## src/rtl/pipeline_hazard_controller.sv

```systemverilog
// Hazard controller for a five-stage pipeline: load-use stalls, taken-branch flushes and memory-wait freezes.
// Define HAZARD_PERF_CNT_EN to add the 32-bit StallCount/FlushCount performance outputs.
module pipeline_hazard_controller #(
  parameter int unsigned MEM_TIMEOUT = 15
) (
  input  logic        i_clk,
  input  logic        i_rst_n,
  input  logic        i_mem_read_ex,
  input  logic [4:0]  i_rt_ex,
  input  logic [4:0]  i_rs_id,
  input  logic [4:0]  i_rt_id,
  input  logic        i_uses_rt_id,
  input  logic        i_branch_taken_mem,
  input  logic        i_mem_req_mem,
  input  logic        i_mem_ack,
  output logic        o_pc_write,
  output logic        o_if_id_write,
  output logic        o_id_ex_bubble,
  output logic        o_flush_if_id,
  output logic        o_flush_id_ex,
  output logic        o_flush_ex_mem,
  output logic        o_stall_all,
  output logic        o_mem_timeout,
`ifdef HAZARD_PERF_CNT_EN
  output logic [31:0] o_stall_count,
  output logic [31:0] o_flush_count,
`endif
  output logic [1:0]  o_state
);

  localparam logic [1:0] S_RUN        = 2'b00;
  localparam logic [1:0] S_LOAD_STALL = 2'b01;
  localparam logic [1:0] S_FLUSH      = 2'b10;
  localparam logic [1:0] S_MEM_WAIT   = 2'b11;

  localparam logic [7:0] TIMEOUT_CNT  = 8'(MEM_TIMEOUT);

  logic [1:0] r_state;
  logic [1:0] w_state_next;
  logic [7:0] r_wait_cnt;
  logic       r_timeout;

  logic w_load_use;
  logic w_in_wait;
  logic w_lu_masked;
  logic w_mem_stall;
  logic w_branch;
  logic w_lu_stall;
  logic w_pc_write;
  logic w_timeout_hit;

  assign w_load_use = i_mem_read_ex && (i_rt_ex != 5'd0) &&
                      ((i_rt_ex == i_rs_id) || (i_uses_rt_id && (i_rt_ex == i_rt_id)));

  assign w_in_wait   = (r_state == S_MEM_WAIT);
  assign w_lu_masked = (r_state == S_LOAD_STALL) || (r_state == S_FLUSH);

  // Events are gated by reset so every control output sits at its default while reset is held.
  assign w_mem_stall = i_rst_n && (w_in_wait ? !i_mem_ack : (i_mem_req_mem && !i_mem_ack));
  assign w_branch    = i_rst_n && !w_mem_stall && i_branch_taken_mem;
  assign w_lu_stall  = i_rst_n && !w_mem_stall && !i_branch_taken_mem &&
                       w_load_use && !w_lu_masked;

  assign w_pc_write  = !(w_mem_stall || w_lu_stall);

  assign o_pc_write     = w_pc_write;
  assign o_if_id_write  = w_pc_write;
  assign o_id_ex_bubble = w_lu_stall;
  assign o_flush_if_id  = w_branch;
  assign o_flush_id_ex  = w_branch;
  assign o_flush_ex_mem = w_branch;
  assign o_stall_all    = w_mem_stall;
  assign o_state        = r_state;

  always_comb begin
    w_state_next = S_RUN;
    if (w_mem_stall) begin
      w_state_next = S_MEM_WAIT;
    end else if (w_branch) begin
      w_state_next = S_FLUSH;
    end else if (w_lu_stall) begin
      w_state_next = S_LOAD_STALL;
    end
  end

  always_ff @(posedge i_clk or negedge i_rst_n) begin
    if (!i_rst_n) begin
      r_state <= S_RUN;
    end else begin
      r_state <= w_state_next;
    end
  end

  // The count equals (MEM_WAIT cycles elapsed - 1) during each wait cycle.
  always_ff @(posedge i_clk or negedge i_rst_n) begin
    if (!i_rst_n) begin
      r_wait_cnt <= 8'd0;
    end else if (!w_in_wait && (w_state_next == S_MEM_WAIT)) begin
      r_wait_cnt <= 8'd0;
    end else if (w_in_wait && (r_wait_cnt != 8'hFF)) begin
      r_wait_cnt <= r_wait_cnt + 8'd1;
    end
  end

  assign w_timeout_hit = w_in_wait && (r_wait_cnt == TIMEOUT_CNT);

  always_ff @(posedge i_clk or negedge i_rst_n) begin
    if (!i_rst_n) begin
      r_timeout <= 1'b0;
    end else if (w_timeout_hit) begin
      r_timeout <= 1'b1;
    end
  end

  // The flag is visible in the very cycle the count matches, then held by the register.
  assign o_mem_timeout = r_timeout || w_timeout_hit;

`ifdef HAZARD_PERF_CNT_EN
  logic [31:0] r_stall_count;
  logic [31:0] r_flush_count;

  always_ff @(posedge i_clk or negedge i_rst_n) begin
    if (!i_rst_n) begin
      r_stall_count <= 32'd0;
      r_flush_count <= 32'd0;
    end else begin
      if (!w_pc_write) begin
        r_stall_count <= r_stall_count + 32'd1;
      end
      if (w_branch) begin
        r_flush_count <= r_flush_count + 32'd1;
      end
    end
  end

  assign o_stall_count = r_stall_count;
  assign o_flush_count = r_flush_count;
`endif

endmodule

```

## config.mk

```make
export PLATFORM = sky130hd
export DESIGN_NAME = pipeline_hazard_controller
export DESIGN_NICKNAME = d
export VERILOG_FILES = /design/src/rtl/pipeline_hazard_controller.sv
export SDC_FILE = /design/constraint.sdc
export NUM_CORES = 1
export LEC_CHECK = 0
export BUFFER_PORTS_ARGS = -buffer_cell sky130_fd_sc_hd__buf_2
export CAP_MARGIN = 25
export CORE_UTILIZATION = 46
export DETAILED_ROUTE_END_ITERATION = 12
export HOLD_SLACK_MARGIN = 0.02
export PLACE_DENSITY = 0.82
export SYNTH_ARGS = -nofsm -noshare
export SYNTH_HDL_FRONTEND = slang
export SYNTH_SLANG_ARGS = --single-unit
```

## constraint.sdc

```tcl
create_clock -name i_clk -period 2.2 [get_ports i_clk]
set_input_delay 0.44 -clock i_clk [delete_from_list [all_inputs] [get_ports i_clk]]
set_output_delay 0.44 -clock i_clk [all_outputs]
set_load 0.02 [all_outputs]
```

### After elaboration in Yosys (flattened, before gate mapping)

Cells that the tools add are included.

* bits in writable memories: 0
* word-level logic and storage cells: 43
* bits in latches: 0
* register bits: 11
* output and inout port bits: 10
* memories kept: 0
* ROM bits: 0
* input bits: 22

* div/mod/pow operators: 0
* multipliers: 0
* mux-type cells: 6
* shift operators: 0
* add/sub/neg operators: 1
* $lt $le $gt $ge: 0
* reductions and logical operators: 25
* bitwise operators: 0
* equality and inequality tests: 8

Operators with widths (number)
* 8-bit 2-to-1 mux: 2
* 1-bit logical AND: 13
* 5-bit == test: 2
* 8-bit by 1-bit adder with 8-bit output, second input constant: 1
* 8-bit by 4-bit == test with 1-bit output, second input constant: 1
* 8-bit inequality test, second input constant: 1
* 2-bit == test, second input constant: 3
* 1-bit zero test: 6
* 5-bit nonzero test: 1
* 1-bit logical OR: 4
* 2-bit 2-to-1 mux: 2
* 2-bit by 1-bit == test with 1-bit output, second input constant: 1
* 1-bit 2-to-1 mux: 2
* 2-bit nonzero test: 1

### Longest topological paths before layout

Gate-level depths: netlist of run 1.

* word-level depth: 15
* depth in mapped cells: 6
* mapped depth without buffers: 5

### Worst setup path after synthesis of run 1

OpenSTA, ideal clock, no wires.

* path kind: reg-to-output
* start: register r_state[0], in the netlist o_state[0]
* end: output o_id_ex_bubble
* path buffers: 0
* stages on the path, launching flop included: 5
* path slack: 0.104 ns
* data arrival time: 1.656 ns
* path through: dfrtp_1 > ha_1 > nor4bb_1 > o21ai_2 > nor3_1

* cells in the longest elaborated chain, start to end: 8
* elaborated cells on any way between the ends: 12
* those cells by class: eq/ne (3); mux (1); reduce/logical (8)

RTL lines
* from (decl): line 38 `logic [1:0] r_state;`
* from (signal assigned): line 90 `r_state <= w_state_next;`
* 2-bit == test: line 55 `assign w_in_wait = (r_state == S_MEM_WAIT);`
* 1-bit 2-to-1 mux: line 59 `assign w_mem_stall = i_rst_n && (w_in_wait ? !i_mem_ack : (i_mem_req_mem && !i_mem_ack));`
* 1-bit logical AND: line 59
* 1-bit zero test: line 61 `assign w_lu_stall = i_rst_n && !w_mem_stall && !i_branch_taken_mem &&`
* 1-bit logical AND (3 in a row): line 61
* 1-bit logical AND (*): line 62 `w_load_use && !w_lu_masked;`
* to (decl): line 18 `output logic o_id_ex_bubble,`

Mark *: on every way between the ends. The rest lies on a longest branch, timed or not.

### Worst setup path after layout of run 1

* start: register r_state[0], in the netlist o_state[0]
* end: output o_pc_write

* cells in the longest elaborated chain, start to end: 10
* elaborated cells on any way between the ends: 14
* those cells by class: eq/ne (3); mux (1); reduce/logical (10)

RTL lines
* 2-bit == test: line 55
* 1-bit 2-to-1 mux: line 59
* 1-bit logical AND: line 59
* 1-bit zero test: line 61
* 1-bit logical AND (3 in a row): line 61
* 1-bit logical AND: line 62
* 1-bit logical OR (*): line 64 `assign w_pc_write = !(w_mem_stall || w_lu_stall);`
* 1-bit zero test (*): line 64
* to (decl): line 16 `output logic o_pc_write,`

Marked as above.

==> results by group, run 1 <==
Worst hold path
  • Worst min path class: input pin to asynchronous set/reset pin

Critical path
  • WP depth: 5
  • CP cell instances: ha_4, nor4bb_4, o21ai_2, o21a_1, buf_2
  • FF-to-FF setup slack: 710 ps
  • RR Startpoint: o_state[0]
  • Worst reg-to-reg path cell count: 5
  • WP data arrival: 1700 ps
  • CP endpoint kind: output port
  • Crit Path Category: flip-flop to output port
  • Delay-heaviest family, CP: flip-flops
  • Required time of the critical path: 1760 ps
  • Critical Path Start Type: flip-flop
  • Worst Setup SP: o_state[0]
  • Max incr delay on CP: 420 ps
  • Crit-path max FO: 3
  • Crit path buffers/inverters: 1
  • Crit-path slowest cell: dfrtp_1

STA
  • Final period util: 97.19%
  • Final hold violations: 0
  • RSZ-0062 raised after global routing: false
  • Rel. slew slack: 70.93%
  • PnR worst setup slack: 61.91 ps
  • Final TNS setup: 0 ps
  • Setup Skew: 1.062 ps
  • Final slew viol count: 0
  • Slew at the pin closest to its max-slew limit: 434.2 ps
  • Min cycle time layout: 2138 ps
  • Final setup violation count: 0
  • Peak Freq: 0.4677 GHz

Power
  • PD cells: 471.0 nW/µm²
  • Sw power: 0.0001294 W
  • Cell leakage power: 0.4975 nW
  • Internal power: 0.0003297 W
  • Reg power frac: 47.7%
  • Switching part of the total power: 28.18%
  • Clock network power share: 30.2%
  • Combinational group share of total power: 22.1%
  • Peak supply drop: 0.0003055 V

Synth
  • Post-synth top area share: 36.18%
  • Post-Synthesis Cells: 83
  • #FFs+latches synth: 11
  • Post-Syn Nets: 107
  • Synth Area per Inst: 9.165 µm²
  • Synth warn: 0
  • Synth area leader: dfrtp_1
  • Netlist cell types: 33
  • Post-Syn Area: 760.7 µm²
  • Seq/Total Area, Yosys: 36.18%
  • Top cells by area, synth: dfrtp_1, xor2_1, ha_1

Final layout
  • Register area: 275.3 µm²
  • Fin nets: 140
  • Layout cells sized above 1: 37.39%
  • Design area: 974.7 µm²
  • P&R area growth vs syn: 28.12%
  • Fillcell total: 136
  • Multi-input gate area: 479.2 µm²
  • Diode count: 0

Floorplan
  • Die area: 1820 µm²
  • Top Ports: 32
  • Die X: 42.67 µm
  • Starting Density: 49.92%
  • Die height: 42.67 µm
  • Core Rows: 14
  • Core Area: 1524 µm²

Clocking
  • Clk buf depth: 2
  • CTS clk-pin slew, worst paths: 70 ps
  • Post-CTS setup repair buffer count: 0
  • H-tree levels: 1
  • Clock sink total: 11
  • TritonCTS clock tree: yes
  • Root buffer cell: clkbuf_4
  • Total CTS buffers: 3
  • Clk Latency, worst-skew pair: 270 ps
  • Hold-fix buffers, CTS: 0

Outcome
  • Status: finished clean

GRT
  • Initial antenna violation count: 0
  • First-pass GRT wire length: 2559 µm
  • Vias in the first global route: 640
  • Total Routing Usage GR: 19.17%
  • Largest net degree at the start of global routing: 15
  • Grt ovf: 0

Flow run
  • Max-Cap Viols: 0

Placement
  • Placed Area: 915.9 µm²
  • Number of buffers inserted by port buffering: 31
  • Pre-CTS setup slack: 182.4 ps
  • GP Congestion: 0.7731
  • Post-DP HPWL: 1248 µm

Detailed routing
  • Vias: 721
  • Routed Antenna Nets: 0
  • Drt pass-1 iters: 3
  • DR WL/cell: 11.85 µm
  • Via density per instance: 5.504
  • First DRT Iteration DRCs: 6
  • Routed wire length: 1552 µm
  • DRC Markers: 0
-- sequential cells by signal, summed over array words and instances, names as in the netlist --
signal	flops
o_state	2
r_timeout	1
r_wait_cnt	8
-- power groups by stage --
| stage | combinational (W) | clock, W | sequential (W) |
|---|---|---|---|
| 2_1_floorplan | 0.0000523 | 0 | 0.000223 |
| 3_3_place_gp | 0.0000931 | 0 | 0.000221 |
| 3_5_place_dp | 0.0000959 | 0 | 0.000222 |
| 4_1_cts | 0.000103 | 0.000144 | 0.000219 |
| 5_1_grt | 0.000114 | 0.000147 | 0.000221 |
| 6_report | 0.000102 | 0.000138 | 0.000219 |
-- cell usage after synthesis, drive strengths merged --
master   count
and4         2
nand3        5
nor4bb       1
nand4        1
o21ba        1
a21o         2
nor3         5
o2111ai      1
nor2         6
or2          1
and3         2
a31oi        2
a21oi        2
ha           2
xnor2        1
xor2        10
o21bai       1
buf          4
inv          3
nand2        3
a32oi        1
nand3b       2
nor3b        2
mux2i        1
dfrtp       11
nor4         2
and2         1
o21ai        6
or4          1
o21a         1
-- what timing repair did --
item                                    4_1_cts  5_1_grt
gates resized for setup                       3        1
endpoints found under the setup margin        3        3
pin swaps                                     1        1
-- layout make-up --
cell class              instances  area share [%]
clock buffers                   4           2.696
inverters                       3           1.155
multi-input cells              65           49.17
flip-flops and latches         11           28.24
well taps                      16           2.054
repair buffers                 32           16.69
-- worst reg2reg max path, delay by kind of cell, from the launching register on --
| family | cells | cell delay, ps |
|---|---|---|
| adders and majority gates | 1 | 200 |
| AOI/OAI and AO/OA | 2 | 180 |
| DFF | 1 | 400 |
| and+or+nand+nor | 2 | 580 |
-- metrics by stage --
stage / hold WS (ps) / total power, W / util, % / cells
after floorplan: 144.4 / 0.0002756 / - / 83
after global placement: 419.6 / 0.0003144 / 60.10 / 127
after detailed placement: 412.4 / 0.0003179 / 60.10 / 127
after CTS: 123.1 / 0.0004654 / 63.63 / 131
after global routing: 136.7 / 0.0004815 / 63.96 / 131
final: 127.5 / 0.0004591 / 63.96 / 131
-- final timing paths --
kind                                  to
max                           o_pc_write
min                        r_wait_cnt[7]
max reg2reg                r_wait_cnt[0]
min reg2reg                    r_timeout
max in group asynchronous      r_timeout
min in group i_clk             r_timeout
-- routing by layer --
layer | GRT usage (%) | share of wire, % | up-vias
li1 | - | - | 363
met1 | 21.51 | 42 | 330
met2 | 32.73 | 52 | 26
met3 | 2.979 | 4.6 | 2
met4 | 13.13 | 1.2 | 0
met5 | 0 | 0 | -
-- kinds of logic (layout without fill, tap and decap cells) --
group,Yosys count,after routing,share of synthesized area [%]
adder cells (fa/ha/maj),2,2,3.289
flip-flops,11,11,36.18
AND/OR/NAND/NOR,34,34,26.48
multiplexers,1,1,1.316
AO/OA/AOI/OAI,17,17,14.97
buffers and inverters,7,39,5.098
XOR/XNOR,11,11,12.66
-- cells in the final DEF (no fill, tap or decap), types with 2 or more instances in the layout --
cell / netlist / layout
clkbuf_4: 0 / 3
o21ai_0: 5 / 5
xor2_1: 10 / 10
nor2_1: 6 / 6
a21oi_1: 2 / 2
and4_1: 2 / 2
inv_1: 3 / 3
nor4_1: 2 / 2
nor3_1: 5 / 4
a21o_1: 2 / 2
nand3_1: 5 / 5
and3_1: 2 / 2
nand3b_1: 2 / 2
a31oi_1: 2 / 2
nand2_1: 3 / 3
dfrtp_1: 11 / 11
buf_2: 1 / 31
Note: power is estimated with default switching activity, not from simulation.
==> run 2: changes to the inputs <==
Clock period 2.2 ns to 2.1 ns, I/O delays scaled along.
==> run 2 against run 1 <==
Net effect:
- the flow now finishes with violations (setup timing)
- routed wire length increased by 0.97%
- non-clock buffer count unchanged
- clock-buffer cell count unchanged
- global-route usage unchanged
- register-to-register slack got worse by 100 ps
- die area unchanged
- critical path depth unchanged
- sequential power increased by 5%
- via count increased by 0.55%
==> results by group, run 2 (same netlist as run 1, synthesis figures left out) <==
Final layout
  • Most common cell after layout, fill and taps aside: buf_2
  • Max FFs per register: 8 (unchanged)
  • Diode count: 0 (unchanged)
  • Design area: 979.7 µm² (+0.51%)
  • Fin nets: 140 (unchanged)
  • Post-Layout Cell Count: 131 (unchanged)
  • P&R area growth vs syn: 28.78%
  • Top reg by flops: r_wait_cnt
  • Layout cells sized above 1: 37.39% (unchanged)
  • Commonest non-fill, non-tap cells in the layout: buf_2, dfrtp_1, xor2_1, nor2_1

Clocking
  • Root buffer cell: clkbuf_4
  • Clk buf depth: 2 (unchanged)
  • Clock sink total: 11 (unchanged)
  • Clk Latency, worst-skew pair: 270 ps (about the same)
  • H-tree levels: 1 (unchanged)
  • Hold-fix buffers, CTS: 0 (unchanged)
  • Total CTS buffers: 3 (unchanged)
  • CTS clk-pin slew, worst paths: 70 ps (about the same)
  • TritonCTS clock tree: yes

STA
  • Final period util: 100.5%
  • Peak Freq: 0.4741 GHz
  • Min cycle time layout: 2109 ps
  • Slew at the pin closest to its max-slew limit: 434.2 ps (unchanged)
  • Final slew viol count: 0 (unchanged)
  • RSZ-0062 raised after global routing: true
  • Setup Skew: 1.062 ps (unchanged)
  • Rel. slew slack: 70.93% (unchanged)
  • Final hold violations: 0 (unchanged)
  • Final setup violation count: 2 (+2)
  • PnR worst setup slack: -9.456 ps (-71.37 ps)

GRT
  • Largest net degree at the start of global routing: 15 (unchanged)
  • Vias in the first global route: 640 (unchanged)
  • Grt ovf: 0 (unchanged)
  • Total Routing Usage GR: 19.17% (unchanged)
  • First-pass GRT wire length: 2559 µm (unchanged)
  • Initial antenna violation count: 0 (unchanged)

Floorplan
  • Die height: 42.67 µm (unchanged)
  • Starting Density: 49.92% (unchanged)
  • Core Rows: 14 (unchanged)
  • Die area: 1820 µm² (unchanged)
  • Top Ports: 32 (unchanged)
  • Core Area: 1524 µm² (unchanged)
  • Die X: 42.67 µm (unchanged)

Detailed routing
  • Vias: 725 (+0.55%)
  • Routed wire length: 1567 µm (+0.97%)
  • DRC Markers: 0 (unchanged)
  • DR WL/cell: 11.96 µm (+0.97%)
  • Via density per instance: 5.534 (+0.55%)
  • Drt pass-1 iters: 3 (unchanged)
  • Routed Antenna Nets: 0 (unchanged)
  • First DRT Iteration DRCs: 8 (+2)

Power
  • PD cells: 491.6 nW/µm² (+4.4%)
  • Peak supply drop: 0.0003201 V (+4.8%)
  • PnR Total Power: 0.0004816 W (+4.9%)
  • Cell leakage power: 0.4990 nW (+0.30%)

Placement
  • Placed Area: 915.9 µm² (unchanged)
  • Placed Cells: 127 (unchanged)
  • Post-DP HPWL: 1248 µm (unchanged)
  • Number of buffers inserted by port buffering: 31 (unchanged)
  • GP Congestion: 0.7730 (about the same)

Critical path
  • CP cell instances: ha_4, nor4bb_4, o21ai_2, o21a_1, buf_2
  • CP endpoint kind: output port
  • WP data arrival: 1690 ps (about the same)
  • Required time of the critical path: 1680 ps (-80 ps)
  • Max incr delay on CP: 420 ps (about the same)
  • Crit-path max FO: 3 (unchanged)
  • Crit Path Category: flip-flop to output port
  • Crit-path slowest cell: dfrtp_1
  • Critical Path Start Type: flip-flop

Worst hold path
  • Worst min path class: input pin to asynchronous set/reset pin

Flow run
  • Max-Cap Viols: 0 (unchanged)

Outcome
  • Failing checks: setup timing
  • Status: complete, but fails checks
run 2: cell counts in the layout (fill, tap and decap cells not counted):
Identical to the previous run, type by type.
run 2: critical path: cells and delay by family, from the launching register on:
kind / cells / cell delay (ps)
adder cells (fa/ha/maj): 1 / 260
buffers and inverters: 1 / 160
AO/OA/AOI/OAI: 2 / 300
AND/OR/NAND/NOR: 1 / 290
flip-flops: 1 / 420
run 2: through the flow:
step / utilization, % / hold WS [ps] / setup TNS, ps / setup WS [ps]
6_report: 64.29 / 107.5 / -17.10 / -9.456
5_1_grt: 64.29 / 116.7 / -191.6 / -64.59
4_1_cts: 63.63 / 103.1 / -162.1 / -55.73
3_5_place_dp: 60.10 / 392.4 / 0 / 117.0
3_3_place_gp: 60.10 / 399.6 / 0 / 148.7
2_1_floorplan: - / 124.4 / 0 / 24.24
run 2: worst paths after layout:
kind / endpoint / slack [ps] / cells after the start / start
worst max-delay path: o_if_id_write / -9 / 5 / o_state[0]
worst min-delay path: r_wait_cnt[7] / 110 / 2 / i_rst_n
worst min register to register: r_timeout / 460 / 1 / r_timeout
worst max register to register: r_wait_cnt[0] / 610 / 5 / o_state[0]
max in group asynchronous: r_timeout / 1830 / 2 / i_rst_n
min in group i_clk: r_timeout / 460 / 1 / r_timeout
run 2: layout make-up:
class	instances	area, µm²
Clock buffer	4	26.28
Tap cell	16	20.02
Fill cell	137	544.3
Multi-Input combinational cell	65	479.2
Inverter	3	11.26
Sequential cell	11	275.3
Timing Repair Buffer	32	167.7
run 2: timing repair:
action                     CTS  global route
pin swaps                    1             2
setup endpoints to repair    3             3
gates resized for setup      3             3
buffers inserted             0             0
run 2: where the power goes:
part           switching [W]  internal [W]  total [W]
registers         0.00000859      0.000221   0.000229
clock network      0.0000715     0.0000735   0.000145
logic              0.0000556     0.0000515   0.000107
total               0.000136      0.000346   0.000482
run 2: metal layers:
layer,track usage (%),routed length [µm],up-vias
li1,-,-,363
met1,21.51,645,334
met2,32.73,826,26
met3,2.979,75,2
met4,13.13,19,0
met5,0,0,-
